`src/rtl/vx_lsu_mem_bridge.sv`:
```
// vx_lsu_mem_bridge
// Terminates one multi-lane LSU request at a time and serializes its active
// lanes into single-word memory beats, lowest lane first, tagged with the lane
// index. Read words may come back in any order; they are scattered into
// per-lane slots and returned as a single LSU response.
//
// Optional feature: define LSU_BRIDGE_WR_ACK_EN to have writes produce a
// zero-data LSU response after their last beat. Left undefined, writes
// complete silently and return straight to IDLE.
//
// state | meaning
// IDLE  | ready for a new LSU request
// ISSUE | sending one memory beat per active lane, collecting early read data
// WAIT  | all beats sent, waiting for outstanding read words
// RESP  | presenting the gathered LSU response until accepted

module vx_lsu_mem_bridge #(
    parameter int NUM_LANES  = 4,
    parameter int WORD_SIZE  = 4,
    parameter int ADDR_WIDTH = 30,
    parameter int TAG_WIDTH  = 8,
    parameter int WORD_W     = 8 * WORD_SIZE,
    parameter int LANE_BITS  = (NUM_LANES > 1) ? $clog2(NUM_LANES) : 1
) (
    input  logic                              clk_i,
    input  logic                              rst_ni,

    input  logic                              lsu_req_valid_i,
    output logic                              lsu_req_ready_o,
    input  logic                              lsu_req_rw_i,
    input  logic [NUM_LANES-1:0]              lsu_req_mask_i,
    input  logic [NUM_LANES*WORD_SIZE-1:0]    lsu_req_byteen_i,
    input  logic [NUM_LANES*ADDR_WIDTH-1:0]   lsu_req_addr_i,
    input  logic [NUM_LANES*WORD_W-1:0]       lsu_req_data_i,
    input  logic [TAG_WIDTH-1:0]              lsu_req_tag_i,

    output logic                              lsu_rsp_valid_o,
    input  logic                              lsu_rsp_ready_i,
    output logic [NUM_LANES-1:0]              lsu_rsp_mask_o,
    output logic [NUM_LANES*WORD_W-1:0]       lsu_rsp_data_o,
    output logic [TAG_WIDTH-1:0]              lsu_rsp_tag_o,

    output logic                              mem_req_valid_o,
    input  logic                              mem_req_ready_i,
    output logic                              mem_req_rw_o,
    output logic [ADDR_WIDTH-1:0]             mem_req_addr_o,
    output logic [WORD_SIZE-1:0]              mem_req_byteen_o,
    output logic [WORD_W-1:0]                 mem_req_data_o,
    output logic [LANE_BITS-1:0]              mem_req_tag_o,

    input  logic                              mem_rsp_valid_i,
    output logic                              mem_rsp_ready_o,
    input  logic [WORD_W-1:0]                 mem_rsp_data_i,
    input  logic [LANE_BITS-1:0]              mem_rsp_tag_i
);

    localparam int CNT_W = $clog2(NUM_LANES + 1);

`ifdef LSU_BRIDGE_WR_ACK_EN
    localparam logic WR_ACK = 1'b1;
`else
    localparam logic WR_ACK = 1'b0;
`endif

    typedef enum logic [1:0] {IDLE, ISSUE, WAIT, RESP} state_e;

    state_e                            state_q;
    logic                              rw_q;
    logic [NUM_LANES-1:0]              mask_q;
    logic [NUM_LANES*WORD_SIZE-1:0]    byteen_q;
    logic [NUM_LANES*ADDR_WIDTH-1:0]   addr_q;
    logic [NUM_LANES*WORD_W-1:0]       wdata_q;
    logic [TAG_WIDTH-1:0]              tag_q;
    logic [NUM_LANES-1:0]              todo_q, todo_d;
    logic [NUM_LANES-1:0]              outst_q, outst_d;
    logic [CNT_W-1:0]                  pending_q, pending_d;
    logic [WORD_W-1:0]                 slot_q [NUM_LANES];

    logic                              mreq_valid_q;
    logic                              mreq_rw_q;
    logic [ADDR_WIDTH-1:0]             mreq_addr_q;
    logic [WORD_SIZE-1:0]              mreq_byteen_q;
    logic [WORD_W-1:0]                 mreq_data_q;
    logic [LANE_BITS-1:0]              mreq_tag_q;

    logic                              issue_hs, rd_issue, rsp_hs, rsp_ok;
    logic [LANE_BITS-1:0]              nb_lane;
    logic [ADDR_WIDTH-1:0]             nb_addr;
    logic [WORD_SIZE-1:0]              nb_byteen;
    logic [WORD_W-1:0]                 nb_data;

    function automatic logic [LANE_BITS-1:0] low_lane(input logic [NUM_LANES-1:0] m);
        logic [LANE_BITS-1:0] l;
        l = '0;
        for (int i = NUM_LANES - 1; i >= 0; i--) begin
            if (m[i]) l = LANE_BITS'(i);
        end
        return l;
    endfunction

    // Handshake decode, bookkeeping next-state and the fields of the next beat
    always_comb begin
        issue_hs = (state_q == ISSUE) && mreq_valid_q && mem_req_ready_i;
        rd_issue = issue_hs && !rw_q;
        rsp_hs   = mem_rsp_valid_i && mem_rsp_ready_o;
        rsp_ok   = rsp_hs && (int'(mem_rsp_tag_i) < NUM_LANES) && outst_q[mem_rsp_tag_i];

        todo_d = todo_q;
        if (issue_hs) todo_d[mreq_tag_q] = 1'b0;

        outst_d = outst_q;
        if (rd_issue) outst_d[mreq_tag_q] = 1'b1;
        if (rsp_ok)   outst_d[mem_rsp_tag_i] = 1'b0;

        pending_d = pending_q;
        if (rd_issue && !rsp_ok)      pending_d = pending_q + 1'b1;
        else if (rsp_ok && !rd_issue) pending_d = pending_q - 1'b1;

        // The first beat comes straight from the request inputs so that it can
        // be presented the cycle after acceptance.
        if (state_q == IDLE) begin
            nb_lane   = low_lane(lsu_req_mask_i);
            nb_addr   = lsu_req_addr_i[int'(nb_lane)*ADDR_WIDTH +: ADDR_WIDTH];
            nb_byteen = lsu_req_byteen_i[int'(nb_lane)*WORD_SIZE +: WORD_SIZE];
            nb_data   = lsu_req_data_i[int'(nb_lane)*WORD_W +: WORD_W];
        end else begin
            nb_lane   = low_lane(todo_d);
            nb_addr   = addr_q[int'(nb_lane)*ADDR_WIDTH +: ADDR_WIDTH];
            nb_byteen = byteen_q[int'(nb_lane)*WORD_SIZE +: WORD_SIZE];
            nb_data   = wdata_q[int'(nb_lane)*WORD_W +: WORD_W];
        end
    end

    // Sequencer: request capture, beat issue, read gather and response
    always_ff @(posedge clk_i or negedge rst_ni) begin
        if (!rst_ni) begin
            state_q       <= IDLE;
            rw_q          <= 1'b0;
            mask_q        <= '0;
            byteen_q      <= '0;
            addr_q        <= '0;
            wdata_q       <= '0;
            tag_q         <= '0;
            todo_q        <= '0;
            outst_q       <= '0;
            pending_q     <= '0;
            for (int i = 0; i < NUM_LANES; i++) slot_q[i] <= '0;
            mreq_valid_q  <= 1'b0;
            mreq_rw_q     <= 1'b0;
            mreq_addr_q   <= '0;
            mreq_byteen_q <= '0;
            mreq_data_q   <= '0;
            mreq_tag_q    <= '0;
        end else begin
            todo_q    <= todo_d;
            outst_q   <= outst_d;
            pending_q <= pending_d;
            if (rsp_ok) slot_q[mem_rsp_tag_i] <= mem_rsp_data_i;

            case (state_q)
                IDLE: begin
                    if (lsu_req_valid_i) begin
                        rw_q          <= lsu_req_rw_i;
                        mask_q        <= lsu_req_mask_i;
                        byteen_q      <= lsu_req_byteen_i;
                        addr_q        <= lsu_req_addr_i;
                        wdata_q       <= lsu_req_data_i;
                        tag_q         <= lsu_req_tag_i;
                        todo_q        <= lsu_req_mask_i;
                        outst_q       <= '0;
                        pending_q     <= '0;
                        for (int i = 0; i < NUM_LANES; i++) slot_q[i] <= '0;
                        mreq_valid_q  <= |lsu_req_mask_i;
                        mreq_rw_q     <= lsu_req_rw_i;
                        mreq_addr_q   <= nb_addr;
                        mreq_byteen_q <= nb_byteen;
                        mreq_data_q   <= nb_data;
                        mreq_tag_q    <= nb_lane;
                        state_q       <= ISSUE;
                    end
                end
                ISSUE: begin
                    if (issue_hs) begin
                        mreq_valid_q  <= |todo_d;
                        mreq_addr_q   <= nb_addr;
                        mreq_byteen_q <= nb_byteen;
                        mreq_data_q   <= nb_data;
                        mreq_tag_q    <= nb_lane;
                    end
                    // An empty read still passes through WAIT so that its
                    // response timing matches the regular read path.
                    if (todo_d == '0) begin
                        if (rw_q) state_q <= WR_ACK ? RESP : IDLE;
                        else      state_q <= WAIT;
                    end
                end
                WAIT: begin
                    if (pending_q == '0) state_q <= RESP;
                end
                RESP: begin
                    if (lsu_rsp_ready_i) state_q <= IDLE;
                end
                default: state_q <= IDLE;
            endcase
        end
    end

    // Handshake outputs decoded from state; response fields gated to RESP
    always_comb begin
        lsu_req_ready_o  = (state_q == IDLE);
        mem_rsp_ready_o  = (state_q == ISSUE) || (state_q == WAIT);
        lsu_rsp_valid_o  = (state_q == RESP);
        lsu_rsp_mask_o   = lsu_rsp_valid_o ? mask_q : '0;
        lsu_rsp_tag_o    = lsu_rsp_valid_o ? tag_q : '0;
        lsu_rsp_data_o   = '0;
        for (int i = 0; i < NUM_LANES; i++) begin
            lsu_rsp_data_o[i*WORD_W +: WORD_W] = lsu_rsp_valid_o ? slot_q[i] : '0;
        end
        mem_req_valid_o  = mreq_valid_q;
        mem_req_rw_o     = mreq_rw_q;
        mem_req_addr_o   = mreq_addr_q;
        mem_req_byteen_o = mreq_byteen_q;
        mem_req_data_o   = mreq_data_q;
        mem_req_tag_o    = mreq_tag_q;
    end

    // A memory word for a lane that is not outstanding is a protocol error;
    // the hardware drops it.
    a_rsp_outstanding: assert property (@(posedge clk_i) disable iff (!rst_ni) rsp_hs |-> rsp_ok);

endmodule

```
`config.mk`:
```
export PLATFORM = sky130hd
export DESIGN_NAME = vx_lsu_mem_bridge
export DESIGN_NICKNAME = d
export VERILOG_FILES = /design/src/rtl/vx_lsu_mem_bridge.sv
export SDC_FILE = /design/constraint.sdc
export NUM_CORES = 1
export LEC_CHECK = 0
export ABC_CLOCK_PERIOD_IN_PS = 2100
export CAP_MARGIN = 20
export CORE_MARGIN = 2
export CORE_UTILIZATION = 47
export DETAILED_ROUTE_END_ITERATION = 8
export PLACE_DENSITY = 0.77
export RECOVER_POWER = 100
export SLEW_MARGIN = 20
export SYNTH_ARGS = -nofsm -noshare
export SYNTH_HDL_FRONTEND = slang
export SYNTH_SLANG_ARGS = --single-unit
```
`constraint.sdc`:
```
create_clock -name clk_i -period 2.1 [get_ports clk_i]
set_input_delay 0.21 -clock clk_i [delete_from_list [all_inputs] [get_ports clk_i]]
set_output_delay 0.21 -clock clk_i [all_outputs]
set_load 0.005 [all_outputs]
```
Word-level counts from Yosys, hierarchy flattened
Cells that the tools add are included.
- logic and storage cells: 136
- register bits after elaboration: 487
- output and inout bits: 213
- shifts and indexed selects: 6
- equal/unequal tests: 8
- $add $sub $neg: 2
- reduce and logical (&&, ||, !) cells: 23
- multipliers: 2
- magnitude comparators: 6
- muxes and demuxes: 64
- bitwise logic cells: 6
- operator list (cell ; count):
    $mux 128 ; 3
    $mux 32 ; 8
    $shiftx 128x8->32 ; 2
    $shiftx 120x8->30 ; 2
    $bwmux 128 ; 1
    $mux 30 ; 3
    $demux 32 s2 ; 1
    $pmux 32 s2 ; 1
    $pmux 30 s2 ; 1
    $mux 4 ; 11
    $mux 2 ; 18
    $shiftx 16x5->4 ; 2
    $mul 2x4->6 const B ; 2
    $mux 3 ; 4
    $logic_and 1x1->1 ; 10
    $and 4x4->4 ; 2
    $mux 8 ; 1
    $ne 2x2->1 const B ; 4
    $not 4->4 ; 2
    $pmux 2 s4 ; 1
    $pmux 4 s2 ; 1
    $reduce_or 4->1 ; 2
    $lt 2x3->1 const B ; 2
    $mux 1 ; 5
    23 further kinds ; 28

Longest topological paths before layout
- depth after elaboration: 17
- depth in mapped cells: 11
- mapped depth without buffers: 7

Worst setup path after synthesis
OpenSTA, ideal clock, no wires.
- path kind: reg2reg
- from: register state_q[0]
- to: register mreq_addr_q[10] (netlist: mem_req_addr_o[10])
- path buffers: 2
- stages on the path, launching flop included: 9
- path slack: -0.081 ns
- arrival: 2.046 ns
- path through: dfrtp_1 > ha_1 > and3_1 > buf_2 > a21oi_2 > clkbuf_1 > nand2b_1 > a2111oi_0 > o41ai_1
- cells in the longest elaborated chain, start to end: 14
- elaborated cells between the ends (all ways): 20
- RTL lines (what ; line ; source):
    start, declared ; 67 ; state_e state_q;
    start signal, assigned ; 193 ; if (rw_q) state_q <= WR_ACK ? RESP : IDLE;
    $eq 2x1->1 ; 103, 160 ;
    $logic_and 1x1->1 (2 in series) ; 103 ; issue_hs = (state_q == ISSUE) && mreq_valid_q && mem_req_ready_i;
    $mux 4 ; 109 ; if (issue_hs) todo_d[mreq_tag_q] = 1'b0;
    $mux 2 (4 in series) ; 96 ; if (m[i]) l = LANE_BITS'(i);
    $mux 2 ; 121 ; if (state_q == IDLE) begin
    $mul 2x4->6 ; 128 ; nb_addr = addr_q[int'(nb_lane)*ADDR_WIDTH +: ADDR_WIDTH];
    $shiftx 120x8->30 ; 128 ;
    $mux 30 ; 121 ;
    $mux 30, on equally long branches ; 183, 162 ;
    $pmux 30 s2 ; 160 ; case (state_q)
    end signal, assigned ; 175 ; mreq_addr_q <= nb_addr;
    end signal, assigned ; 185 ; mreq_addr_q <= nb_addr;
    end, declared ; 81 ; logic [ADDR_WIDTH-1:0] mreq_addr_q;
Parallel ways exist; a longest one is shown, timed or not. The select of a mux whose other input is x is not followed.
A chain may end at the register's enable or synchronous reset.

Worst setup path in the final report
- from: register state_q[0]
- to: register mreq_data_q[31] (netlist: mem_req_data_o[31])
- cells in the longest elaborated chain, start to end: 13
- elaborated cells between the ends (all ways): 19
- RTL lines (what ; line ; source):
    $eq 2x1->1 ; 103, 160 ;
    $logic_and 1x1->1 (2 in series) ; 103 ;
    $mux 4 ; 109 ;
    $mux 2 (4 in series) ; 96 ;
    $mux 2 ; 121 ;
    $shiftx 128x8->32 ; 130 ; nb_data = wdata_q[int'(nb_lane)*WORD_W +: WORD_W];
    $mux 32 ; 121 ;
    $mux 32, on equally long branches ; 183, 162 ;
    $pmux 32 s2 ; 160 ;
    end signal, assigned ; 177 ; mreq_data_q <= nb_data;
    end signal, assigned ; 187 ; mreq_data_q <= nb_data;
    end, declared ; 83 ; logic [WORD_W-1:0] mreq_data_q;
Parallel ways exist; a longest one is shown, timed or not. The select of a mux whose other input is x is not followed.

==> results by group <==
Status
  – Status: finished with violations
  – Violated checks: setup timing

Drt
  – Routed WL: 113500 microns
  – DRC: 0
  – M1 wire length: 40450 microns
  – Via count: 27670
  – Vias per cell: roughly 6.4
  – DR WL met3: 14130 microns
  – DRT iter0 DRCs: 3706
  – Highest metal used: met5
  – Met2 WL: 50590 microns
  – Avg WL per Cell: between 20 and 30 microns
  – Final ANT Viol Nets: 0
  – DRT Pass-1 Iters: 8

Critical path
  – Worst EP required: 2560 ps
  – Worst R2R Start: state_q[0]
  – Stages on worst setup path: 12
  – Worst path bufs/invs: 7
  – Crit path capture type: flip-flop
  – Reg2reg setup slack: -540 ps
  – Crit-path max cell delay: 530 ps
  – Crit path capture: mem_req_data_o[31]
  – Crit path max-delay cell type: o41ai_1
  – FF-to-FF End: mem_req_data_o[31]
  – CP cell instances: buf_6 -> ha_4 -> and3_4 -> buf_6 -> buf_6 -> a211oi_4 -> buf_6 -> buf_8 -> buf_12 -> buf_16 -> a2111oi_1 -> o41ai_1
  – Most common cell on crit path: buf_6
  – CP Max Fanout: 5
  – CP delay by family, top: buffers and inverters
  – Worst Path Arrival: 3100 ps
  – Critical setup path kind: flip-flop to flip-flop
  – Crit start category: flip-flop
  – Worst setup path start: state_q[0]
  – Reg2reg path depth: 12

Timing
  – Setup_tns: -121130 ps
  – Slew headroom: 16.39%
  – Measured slew at the worst slew-check pin: 1254 ps
  – Setup Viol. Count Final: 626
  – Fin. max-slew vios: 0
  – Setup ws final: -542.9 ps
  – Fin. Hold Viols: 0
  – RSZ-0062 raised after global routing: yes
  – Min Clock Period, post-route: 2643 ps
  – Setup Skew: about 30 ps
  – Fmax: 0.3784 GHz
  – Period Utilization, post-route: 125.9%

Place
  – Placed wire-length estimate: 63470 microns
  – Pre-CTS setup slack: -403.0 ps
  – Placer Congestion: 0.9338
  – Port bufs: 529

Synth
  – Synth top area cells: dfrtp_1, nand2_1, and2_1
  – Synth Area in Compound Gates: 19.16%
  – Post-synthesis sequential area ratio: 48.35%
  – Post-synth top cells: nand2_1, dfrtp_1, clkbuf_1
  – Xor/xnor share of the synthesized area: 0.06950%
  – Most area-hungry cell type in the Yosys netlist: dfrtp_1
  – Syn Nets: 3269
  – Largest family of logic cells by synthesized area: simple AND/OR/NAND/NOR gates
  – Simple-gate share of the synthesized area: between 20% and 30%
  – Cells after Synth: ~3000
  – Synth Area in Adders: 0.3872%
  – Ys async rst share: 100.0%
  – Count leader, synth: nand2_1
  – FF+latch count, synth: 487
  – Mux cell area share after synthesis: 2.636%
  – Synth Cell Area: 25210 sq um
  – Synth top area share: a little under 50%
  – EDFF count, synth: 0
  – Synth warnings: 0
  – Synth Area per Inst: 8.559 sq um
  – Library cells used by synthesis: 57
  – Primary FF master, synth: dfrtp_1

Worst hold path
  – HP Class: primary input to flip-flop

GRT
  – Number of global-route vias before repair: 27060
  – Largest net degree at the start of global routing: 80
  – Gr ovfl total: 0
  – Total GRT Usage: 37.03%
  – Initial antenna violation count: 10
  – First-pass GRT wire length: 159900 microns

Clocking
  – Clock transition at path regs: roughly 60 ps
  – Clock latency on the worst-skew pair: 630 ps
  – CTS tree: done
  – Num CTS Buffers: 54
  – Root buffer selected by CTS: clkbuf_16
  – Clock sink count: 487
  – Clock buffer depth: 3
  – H-tree levels: 2

Finish
  – Fin util: between 70% and 80%
  – Multi-input logic area: 13570 sq um
  – Fill cells: ~3600
  – Layout area overhead: 51.24%
  – # nets final: 3912
  – FF/Latch Area: around 12000 sq um
  – Layout cell share with drive strength beyond 1: 21.18%

Floorplanning
  – Die Ht: around 240 microns
  – Area of the core: 52760 sq um
  – Area of the die: 55500 sq um
  – Initial Utilization: 47.77%
  – Top Ports: 530
  – Die Span X: 235.6 microns
  – # rows: 84

Power
  – Total Power: between 50000 and 60000 uW
  – PD cells: 1562 nW/um^2
  – Worst vdd ir: 0.0008367 V
  – Static leakage: 0.01776 uW

Flow run
  – Max Cap Violations: 0
==> per-layer routing <==
metal  global-route usage (%)  up-vias
met5                        0        -
met1                    45.82    13360
met3                    10.71      617
met4                    22.97        8
met2                    57.27     2287
li1                         -    11390
==> power by group <==
group	internal, uW	leakage [uW]	switching, uW
registers	13000	0.00623	2670
logic	15700	0.0107	18400
clock network	5640	0.000873	4050
total	34400	0.0178	25200
==> what timing repair did <==
action,4_1_cts,5_1_grt
endpoints found under the setup margin,218,600
gates cloned,27,29
buffers inserted,40,40
pin swaps,92,45
hold endpoints to repair,53,0
hold buffers,1,0
resized for setup,719,255
==> through the flow <==
step                      instances  hold slack [ps]  cell area [sq um]
after floorplan                2945           -85.59              25220
after global placement         4090            271.9              32790
after detailed placement       4090            288.8              32790
after CTS                      4255            6.461              36580
after global routing           4324            47.32              38120
final                          4324            34.30              38120
==> how the worst min path moves through the flow <==
stage | from | end | cells after the start
after floorplan | rst_ni | asynchronous set/reset pin | 0
after global placement | rst_ni | mem_req_addr_o[5] | 1
after detailed placement | rst_ni | addr_q[1] | 1
after CTS | lsu_req_mask_i[2] | mask_q[2] | 3
after global routing | lsu_req_mask_i[2] | mask_q[2] | 3
final | lsu_req_mask_i[2] | mask_q[2] | 3
==> final cells by class <==
cell class / count / share of cell area (%)
multi-input combinational: 2152 / 35.61
sequential: 487 / 31.97
clock buffer: 83 / 4.234
timing repair buffer: 849 / 25.04
clock inverter: 15 / 0.4103
antenna: 6 / 0.03939
tap: 688 / 2.258
inverter: 44 / 0.4333
==> cell usage in the layout (no fill, tap or decap), types with 16 or more instances in the layout <==
master / Yosys / final
a2111oi_2: 0 / 21
a2111oi_4: 0 / 30
a211oi_1: 66 / 16
a211oi_2: 1 / 39
a21oi_1: 133 / 130
a221oi_1: 68 / 67
and2_1: 177 / 114
and2_4: 0 / 63
buf_12: 0 / 90
buf_16: 0 / 21
buf_2: 49 / 55
buf_4: 11 / 118
buf_6: 4 / 66
clkbuf_1: 185 / 26
clkbuf_16: 0 / 81
clkbuf_2: 0 / 41
clkdlybuf4s50_1: 0 / 314
dfrtp_1: 487 / 486
dlygate4sd3_1: 0 / 70
inv_1: 43 / 42
mux2i_1: 63 / 60
nand2_1: 998 / 997
nand2b_1: 39 / 37
nor2_1: 70 / 69
nor2b_1: 68 / 66
nor3_1: 38 / 36
o211a_1: 32 / 32
o21a_1: 37 / 36
o21ai_0: 104 / 104
o22ai_1: 31 / 17
o311a_1: 35 / 35
o311ai_0: 32 / 31
o41ai_2: 1 / 20
==> registers in the layout, summed over array words and instances (netlist names), 2 cells and up, named ones only <==
name              count
outst_q               4
tag_q                 8
todo_q                4
pending_q             3
mask_q                4
wdata_q             128
mem_req_data_o       32
mem_req_tag_o         2
mem_req_addr_o       30
mem_req_byteen_o      4
addr_q              120
slot_q              128
byteen_q             16
==> cells by family (layout without fill, tap and decap cells) <==
family	after synthesis	after routing
buffers and inverters	307	991
and+or+nand+nor	1411	1412
adders and majority gates	8	8
muxes	65	65
DFF	487	487
xor gates and xnor gates	2	2
AOI/OAI and AO/OA	665	665
other	0	6
==> worst register-to-register path: stages, from the launching register on <==
cell and delay [ps]:
dfrtp_1 400, buf_6 130, ha_4 160, and3_4 170, buf_6 130, buf_6 120, a211oi_4 240, buf_6 150
buf_8 110, buf_12 120, buf_16 140, a2111oi_1 90, o41ai_1 530
(Power assumes the default switching activity.)
